===== src/rtl/systolic_pkg.sv =====
// Shared types and constants for the systolic job scheduler.
//   ELEM_W / ACC_W : operand element width and result accumulator width
//   elem_mat_t     : N x N operand matrix, row-major
//   acc_mat_t      : N x N result matrix, row-major
//   sched_state_t  : scheduler FSM states
// Optional build macro used by the scheduler: SYSTOLIC_SCHED_WATCHDOG_EN
package systolic_pkg;

   localparam int N      = 4;
   localparam int ELEM_W = 8;
   localparam int ACC_W  = 32;

   typedef logic [N-1:0][N-1:0][ELEM_W-1:0] elem_mat_t;
   typedef logic [N-1:0][N-1:0][ACC_W-1:0]  acc_mat_t;

   typedef enum logic [1:0] {IDLE, ISSUE, BUSY, RESP} sched_state_t;

endpackage


===== src/rtl/systolic_job_scheduler_rr_arbiter.sv =====
// Round-robin arbiter with its own rotating priority pointer.
//   i_clk, i_arst : clock, synchronous active-high reset (pointer -> 0)
//   i_req         : per-requester request
//   i_en          : arbitration allowed this cycle
//   o_grant       : one-hot grant (zero when disabled or no request)
//   o_adv         : a grant was issued; pointer moves past the winner
module rr_arbiter #(
   parameter int R = 2
) (
   input  logic         i_clk,
   input  logic         i_arst,
   input  logic [R-1:0] i_req,
   input  logic         i_en,
   output logic [R-1:0] o_grant,
   output logic         o_adv
);

   localparam int PW = $clog2(R);

   logic [PW-1:0] ptr_q, ptr_d;

   // Winner is the requester with the smallest wrapped distance from the pointer.
   always_comb begin
      int best_d;
      int d;
      best_d  = R;
      d       = 0;
      o_grant = '0;
      ptr_d   = ptr_q;
      for (int r = 0; r < R; r++) begin
         d = r - int'(ptr_q);
         if (d < 0) d = d + R;
         if (i_en && i_req[r] && (d < best_d)) begin
            best_d     = d;
            o_grant    = '0;
            o_grant[r] = 1'b1;
            ptr_d      = (r == R - 1) ? '0 : PW'(r + 1);
         end
      end
   end

   assign o_adv = |o_grant;

   always_ff @(posedge i_clk) begin
      if (i_arst) ptr_q <= '0;
      else if (o_adv) ptr_q <= ptr_d;
   end

endmodule


===== src/rtl/systolic_job_scheduler.sv =====
// Shares one systolic matrix multiplier between R requesters.
// One job in flight: accept (IDLE) -> start pulse (ISSUE) -> wait for the
// array result (BUSY) -> hold the result for the owner (RESP).
//   i_reqValid/o_reqReady/i_reqA/i_reqB : per-requester job handshake
//   o_rspValid/i_rspReady/o_rspC/o_rspErr : per-requester result handshake
//   o_arrA/o_arrB/o_arrValidInput        : drive the array inputs
//   i_arrC/i_arrValidResult              : array result
//   o_busy                               : high whenever not IDLE
// Build macro SYSTOLIC_SCHED_WATCHDOG_EN adds a BUSY timeout of WDOG_LIMIT
// cycles that returns a zero result flagged with o_rspErr.
module systolic_job_scheduler
   import systolic_pkg::*;
#(
   parameter int N          = 4,
   parameter int R          = 2,
   parameter int WDOG_LIMIT = 32
) (
   input  logic                 i_clk,
   input  logic                 i_arst,
   input  logic [R-1:0]         i_reqValid,
   output logic [R-1:0]         o_reqReady,
   input  logic [R*N*N*8-1:0]   i_reqA,
   input  logic [R*N*N*8-1:0]   i_reqB,
   output logic [R-1:0]         o_rspValid,
   input  logic [R-1:0]         i_rspReady,
   output logic [N*N*32-1:0]    o_rspC,
   output logic                 o_rspErr,
   output logic [N*N*8-1:0]     o_arrA,
   output logic [N*N*8-1:0]     o_arrB,
   output logic                 o_arrValidInput,
   input  logic [N*N*32-1:0]    i_arrC,
   input  logic                 i_arrValidResult,
   output logic                 o_busy
);

   localparam int MAT_W = N * N * ELEM_W;
   localparam int RES_W = N * N * ACC_W;
   localparam int OW    = $clog2(R);

   if (R < 2 || R > 8) begin : g_bad_r
      $error("systolic_job_scheduler: R must be within 2..8");
   end
   if (WDOG_LIMIT <= 3 * N) begin : g_bad_wdog
      $error("systolic_job_scheduler: WDOG_LIMIT must exceed the array latency");
   end

   sched_state_t     state_q, state_d;
   logic [OW-1:0]    owner_q, owner_d;
   logic [MAT_W-1:0] arr_a_q, arr_a_d;
   logic [MAT_W-1:0] arr_b_q, arr_b_d;
   logic [RES_W-1:0] rsp_c_q, rsp_c_d;
   logic [R-1:0]     grant;
   logic             accept;

`ifdef SYSTOLIC_SCHED_WATCHDOG_EN
   localparam int WW = $clog2(WDOG_LIMIT);
   logic          rsp_err_q, rsp_err_d;
   logic [WW-1:0] wdog_q, wdog_d;
`endif

   // Arbitration only runs in IDLE, so a grant is also the accept handshake.
   rr_arbiter #(.R(R)) u_arb (
      .i_clk   (i_clk),
      .i_arst  (i_arst),
      .i_req   (i_reqValid),
      .i_en    (state_q == IDLE),
      .o_grant (grant),
      .o_adv   (accept)
   );

   always_comb begin
      state_d = state_q;
      owner_d = owner_q;
      arr_a_d = arr_a_q;
      arr_b_d = arr_b_q;
      rsp_c_d = rsp_c_q;
`ifdef SYSTOLIC_SCHED_WATCHDOG_EN
      rsp_err_d = rsp_err_q;
      wdog_d    = wdog_q;
`endif
      case (state_q)
         IDLE: begin
            if (accept) begin
               for (int r = 0; r < R; r++) begin
                  if (grant[r]) begin
                     arr_a_d = i_reqA[r*MAT_W +: MAT_W];
                     arr_b_d = i_reqB[r*MAT_W +: MAT_W];
                     owner_d = OW'(r);
                  end
               end
               state_d = ISSUE;
            end
         end
         ISSUE: begin
            state_d = BUSY;
`ifdef SYSTOLIC_SCHED_WATCHDOG_EN
            wdog_d = '0;
`endif
         end
         BUSY: begin
            // A strobe on the final watchdog cycle still counts as a normal result.
            if (i_arrValidResult) begin
               rsp_c_d = i_arrC;
               state_d = RESP;
`ifdef SYSTOLIC_SCHED_WATCHDOG_EN
               rsp_err_d = 1'b0;
            end else if (wdog_q == WW'(WDOG_LIMIT - 1)) begin
               rsp_c_d   = '0;
               rsp_err_d = 1'b1;
               state_d   = RESP;
            end else begin
               wdog_d = wdog_q + 1'b1;
`endif
            end
         end
         RESP: begin
            if (i_rspReady[owner_q]) state_d = IDLE;
         end
         default: state_d = IDLE;
      endcase
   end

   always_ff @(posedge i_clk) begin
      if (i_arst) begin
         state_q <= IDLE;
         owner_q <= '0;
         arr_a_q <= '0;
         arr_b_q <= '0;
         rsp_c_q <= '0;
`ifdef SYSTOLIC_SCHED_WATCHDOG_EN
         rsp_err_q <= 1'b0;
         wdog_q    <= '0;
`endif
      end else begin
         state_q <= state_d;
         owner_q <= owner_d;
         arr_a_q <= arr_a_d;
         arr_b_q <= arr_b_d;
         rsp_c_q <= rsp_c_d;
`ifdef SYSTOLIC_SCHED_WATCHDOG_EN
         rsp_err_q <= rsp_err_d;
         wdog_q    <= wdog_d;
`endif
      end
   end

   always_comb begin
      o_rspValid = '0;
      if (state_q == RESP) o_rspValid[owner_q] = 1'b1;
   end

   assign o_reqReady      = grant;
   assign o_arrA          = arr_a_q;
   assign o_arrB          = arr_b_q;
   assign o_arrValidInput = (state_q == ISSUE);
   assign o_rspC          = rsp_c_q;
   assign o_busy          = (state_q != IDLE);
`ifdef SYSTOLIC_SCHED_WATCHDOG_EN
   assign o_rspErr = rsp_err_q;
`else
   assign o_rspErr = 1'b0;
`endif

endmodule


===== config.mk =====
export PLATFORM = sky130hd
export DESIGN_NAME = systolic_job_scheduler
export DESIGN_NICKNAME = d
export VERILOG_FILES = /design/src/rtl/systolic_pkg.sv /design/src/rtl/systolic_job_scheduler_rr_arbiter.sv /design/src/rtl/systolic_job_scheduler.sv
export SDC_FILE = /design/constraint.sdc
export NUM_CORES = 2
export LEC_CHECK = 0
export ABC_AREA = 1
export BUFFER_PORTS_ARGS = -buffer_cell sky130_fd_sc_hd__buf_2
export CAP_MARGIN = 15
export CORE_AREA = 2 2 712 714
export CTS_CLUSTER_DIAMETER = 100
export DETAILED_ROUTE_END_ITERATION = 8
export DIE_AREA = 0 0 714 716
export HOLD_SLACK_MARGIN = 0.15
export PLACE_DENSITY = 0.3
export SETUP_SLACK_MARGIN = 0.1
export SLEW_MARGIN = 40
export SYNTH_ARGS = -nofsm -noshare
export SYNTH_HDL_FRONTEND = slang
export SYNTH_SLANG_ARGS = --single-unit

===== constraint.sdc =====
create_clock -name i_clk -period 1.48 [get_ports i_clk]
set_input_delay 0.148 -clock i_clk [delete_from_list [all_inputs] [get_ports i_clk]]
set_output_delay 0.148 -clock i_clk [all_outputs]
set_load 0.05 [all_outputs]

==> results.sh <==
export IMPL_cts_max_path_buffers=4
export IMPL_htree_num_levels=3
export IMPL_clkSlewWorstSetupHoldPaths_ns=0.06
export IMPL_postSynthNetCount=5472
export IMPL_grt_pass1_wl_um=449000
export IMPL_crit_end="o_reqReady[1]"
export IMPL_synthCells=4437
export IMPL_dieWidth_um=714
export IMPL_seq_area_um2=15600
export IMPL_hold_class="in -> reg"
export IMPL_fin_area_um2=77200
export IMPL_cp_max_fo=5
export IMPL_fin_crit_sh_pct=155
export IMPL_cp_start_kind="register"
export IMPL_peakVddDrop_v=0.00109
export IMPL_skew_ns=0.0903
export IMPL_die_h_um=716
export IMPL_synth_top_area_share_pct=51.0
export IMPL_setup_viol=1542
export IMPL_portBuffers=1804
export IMPL_cap_violations=0
export IMPL_r2r_cells=17
export IMPL_synth_most_common_cell="nor2_1"
export IMPL_comb_power_share_pct=52.8
export IMPL_reg2reg_from="state_q[0]$_SDFFE_PP0P_"
export IMPL_rows=261
export IMPL_crit_type="reg -> out"
export IMPL_io_pins=1806
export IMPL_yosysUniqueCellTypes=17
export IMPL_internal_power_uw=64000
export IMPL_yosys_top_cells_count="1681 x nor2_1, 783 x nand2_1, 772 x dfxtp_1"
export IMPL_post_drt_wl_per_cell_um=23.6
export IMPL_core_area_um2=504000
export IMPL_ys_warn_count=0
export IMPL_finalHoldViolCount=0
export IMPL_antenna_found_initial=121
export IMPL_dp_slack_ns=-0.736
export IMPL_reg2reg_to="o_arrB[103]$_SDFFE_PP0P_"
export IMPL_crit_start="state_q[0]$_SDFFE_PP0P_"
export IMPL_final_layout_size_suffix_gt1_share_pct=32.3
export IMPL_grt_overflow_total=0
export IMPL_cts_buffers=118
export IMPL_synth_fa_ha_area_share_pct=0.165
export IMPL_vias=44606
export IMPL_ys_ff_latch=772
export IMPL_period_needed_ns=2.30
export IMPL_fmax_mhz=435
export IMPL_clock_latency_ns=0.91
export IMPL_grt_usage_pct=13.3
export IMPL_synth_xor_area_share_pct=0
export IMPL_required_ns=1.33
export IMPL_postPlaceCellArea_um2=50700
export IMPL_cp_end_kind="primary output"
export IMPL_grt_pass1_vias=44939
export IMPL_seq_power_share_pct=23.9
export IMPL_yosys_area_top_type="dfxtp_1"
export IMPL_antenna_left=0
export IMPL_dieArea_um2=511000
export IMPL_ff2ff_setup_slack_ns=-0.76
export IMPL_avgSynthCellArea_um2=6.83
export IMPL_viasPerCell=2.94
export IMPL_setup_slack_ns=-0.819
export IMPL_final_nets=9378
export IMPL_netSwitchingPower_uw=61600
export IMPL_relSlewSlack_pct=41.9
export IMPL_drt_iter0_drc=2179
export IMPL_yosys_area_share_simple_pct=31.3
export IMPL_p_sw_share_pct=49.0
export IMPL_async_flop_share_pct=0
export IMPL_ys_flop_type="dfxtp_1"
export IMPL_power_leakage_uw=0.0346
export IMPL_yosys_top_cells_area="dfxtp_1 51%, nor2_1 21%, nand2_1 9.7%, o21ai_0 9.1%, inv_1 3.8%"
export IMPL_power_density_nw_per_um2=1630
export IMPL_netlist_area_um2=30300
export IMPL_drt_wl_total_um=358000
export IMPL_initial_utilization_pct=6.01
export IMPL_p_clk_share_pct=23.3
export IMPL_rsz0062_at_grt="true"
export IMPL_clock_sinks=772
export IMPL_cts_tree="done"
export IMPL_violations="setup timing"
export IMPL_outcome="finished, violations left"
export IMPL_place_congestion=0.904
export IMPL_first_pass_iters=7
export IMPL_synth_compound_area_share_pct=9.14
export IMPL_multi_input_area_um2=13600
export IMPL_synthMuxAreaShare_pct=0
export IMPL_fill_cells=57853
export IMPL_area_growth_pct=155
export IMPL_root_buffer="clkbuf_16"
export IMPL_grt_max_degree=102
export IMPL_slew_violations=0
export IMPL_synth_top_family_by_area="simple AND/OR/NAND/NOR gates"
export IMPL_tightest_slew_ns=0.871
export IMPL_cp_arrival_ns=2.15
export IMPL_dpl_hpwl_um=301000
export IMPL_synth_enable_flop_cells=0
export IMPL_ys_seq_area_share_pct=51.0
export IMPL_drc=0
==> worst min-delay path by stage <==
stage / to / depth (start not counted) / slack (ns) / startpoint
after global placement: o_rspC[162]$_SDFFE_PP0P_ / 3 / 0.40 / i_arrC[162]
after CTS: o_arrB[127]$_SDFFE_PP0P_ / 11 / 0.06 / i_reqValid[1]
after detailed placement: o_rspC[395]$_SDFFE_PP0P_ / 3 / 0.40 / i_arrC[395]
after floorplan: o_rspC[100]$_SDFFE_PP0P_ / 2 / 0.31 / i_arrC[100]
final: o_arrB[127]$_SDFFE_PP0P_ / 11 / 0.19 / i_reqValid[1]
after global routing: o_arrB[127]$_SDFFE_PP0P_ / 11 / 0.16 / i_reqValid[1]
==> registers in the layout, summed over array words and instances, names as in the netlist <==
| name | cells |
|---|---|
| o_rspC | 512 |
| state_q | 2 |
| u_arb.ptr_q | 1 |
| o_arrB | 128 |
| o_arrA | 128 |
| owner_q | 1 |
==> power groups by stage <==
stage | clock network, µW | registers, µW | logic (µW)
after floorplan | 0 | 46600 | 12700
after global placement | 0 | 29900 | 57200
after detailed placement | 0 | 29900 | 56900
after CTS | 30700 | 30100 | 65100
after global routing | 31200 | 30600 | 70800
final | 29300 | 30000 | 66300
==> metal layers <==
metal | track usage [%] | routed length [µm]
met2 | 22.3 | 167000
met1 | 14.5 | 135000
met5 | 0 | 337
met4 | 5.84 | 18900
met3 | 5.80 | 36900
==> layout make-up <==
cell class,instances,area share [%]
timing repair buffer,4073,44.6
inverter,312,1.58
clock buffer,171,4.42
antenna,47,0.152
tap,6706,10.9
sequential,772,20.3
multi-input combinational,3066,17.6
clock inverter,42,0.596
==> per-stage QoR <==
stage	TNS, ns	std cells	util [%]	hold WS [ns]	total power, µW
CTS	-487.54	15112	15.0	0.0614	126000
detailed placement	-227.33	13032	10.1	0.404	86900
global placement	-228.44	13032	10.1	0.398	87000
global route	-586.38	15158	15.3	0.156	133000
floorplan	0	4437	-	0.312	59300
finish	-417.73	15189	15.3	0.195	126000
==> logic make-up after synthesis <==
family                     Yosys count
buffers and inverters              599
and+or+nand+nor                   2508
DFF                                772
AOI/OAI and AO/OA                  553
adders and majority gates            4
other                                1
==> placed cells by master, fill, tap and decap left out, types with 10 or more instances in the layout <==
master         Yosys  final
clkinv_2           0     18
buf_2            142   1652
nor2_4             0    100
clkbuf_1         114     28
nor2_2             0     68
buf_16             0     14
diode_2            0     47
inv_6              0     10
nor2_1          1681   1513
clkbuf_8           0     24
nand2_1          783    778
inv_1            309    301
buf_6              1     23
buf_4             28    312
dfxtp_1          772    686
o21ai_4            0     20
dfxtp_2            0     53
clkbuf_16          0    134
buf_12             0    194
dlygate4sd3_1      0   1832
o21ai_0          550    529
dfxtp_4            0     33
buf_8              0     25
nand3_1           41     39
==> what timing repair did <==
action | 4_1_cts | 5_1_grt
pin swaps | 56 | 26
hold buffers | 1831 | 1
endpoints found under the setup margin | 1542 | 1544
hold endpoints to repair | 772 | 1
gates cloned | 12 | 17
gates resized for setup | 604 | 311
buffers inserted | 26 | 17
==> critical path, stage by stage (launching register included) <==
cell and delay (ns):
dfxtp_2 0.33, inv_2 0.04, buf_6 0.11, ha_4 0.16, nand2_4 0.08, inv_4 0.05
nand2_8 0.09, inv_8 0.04, buf_12 0.12, buf_12 0.14, buf_12 0.14
(Power assumes the default switching activity.)
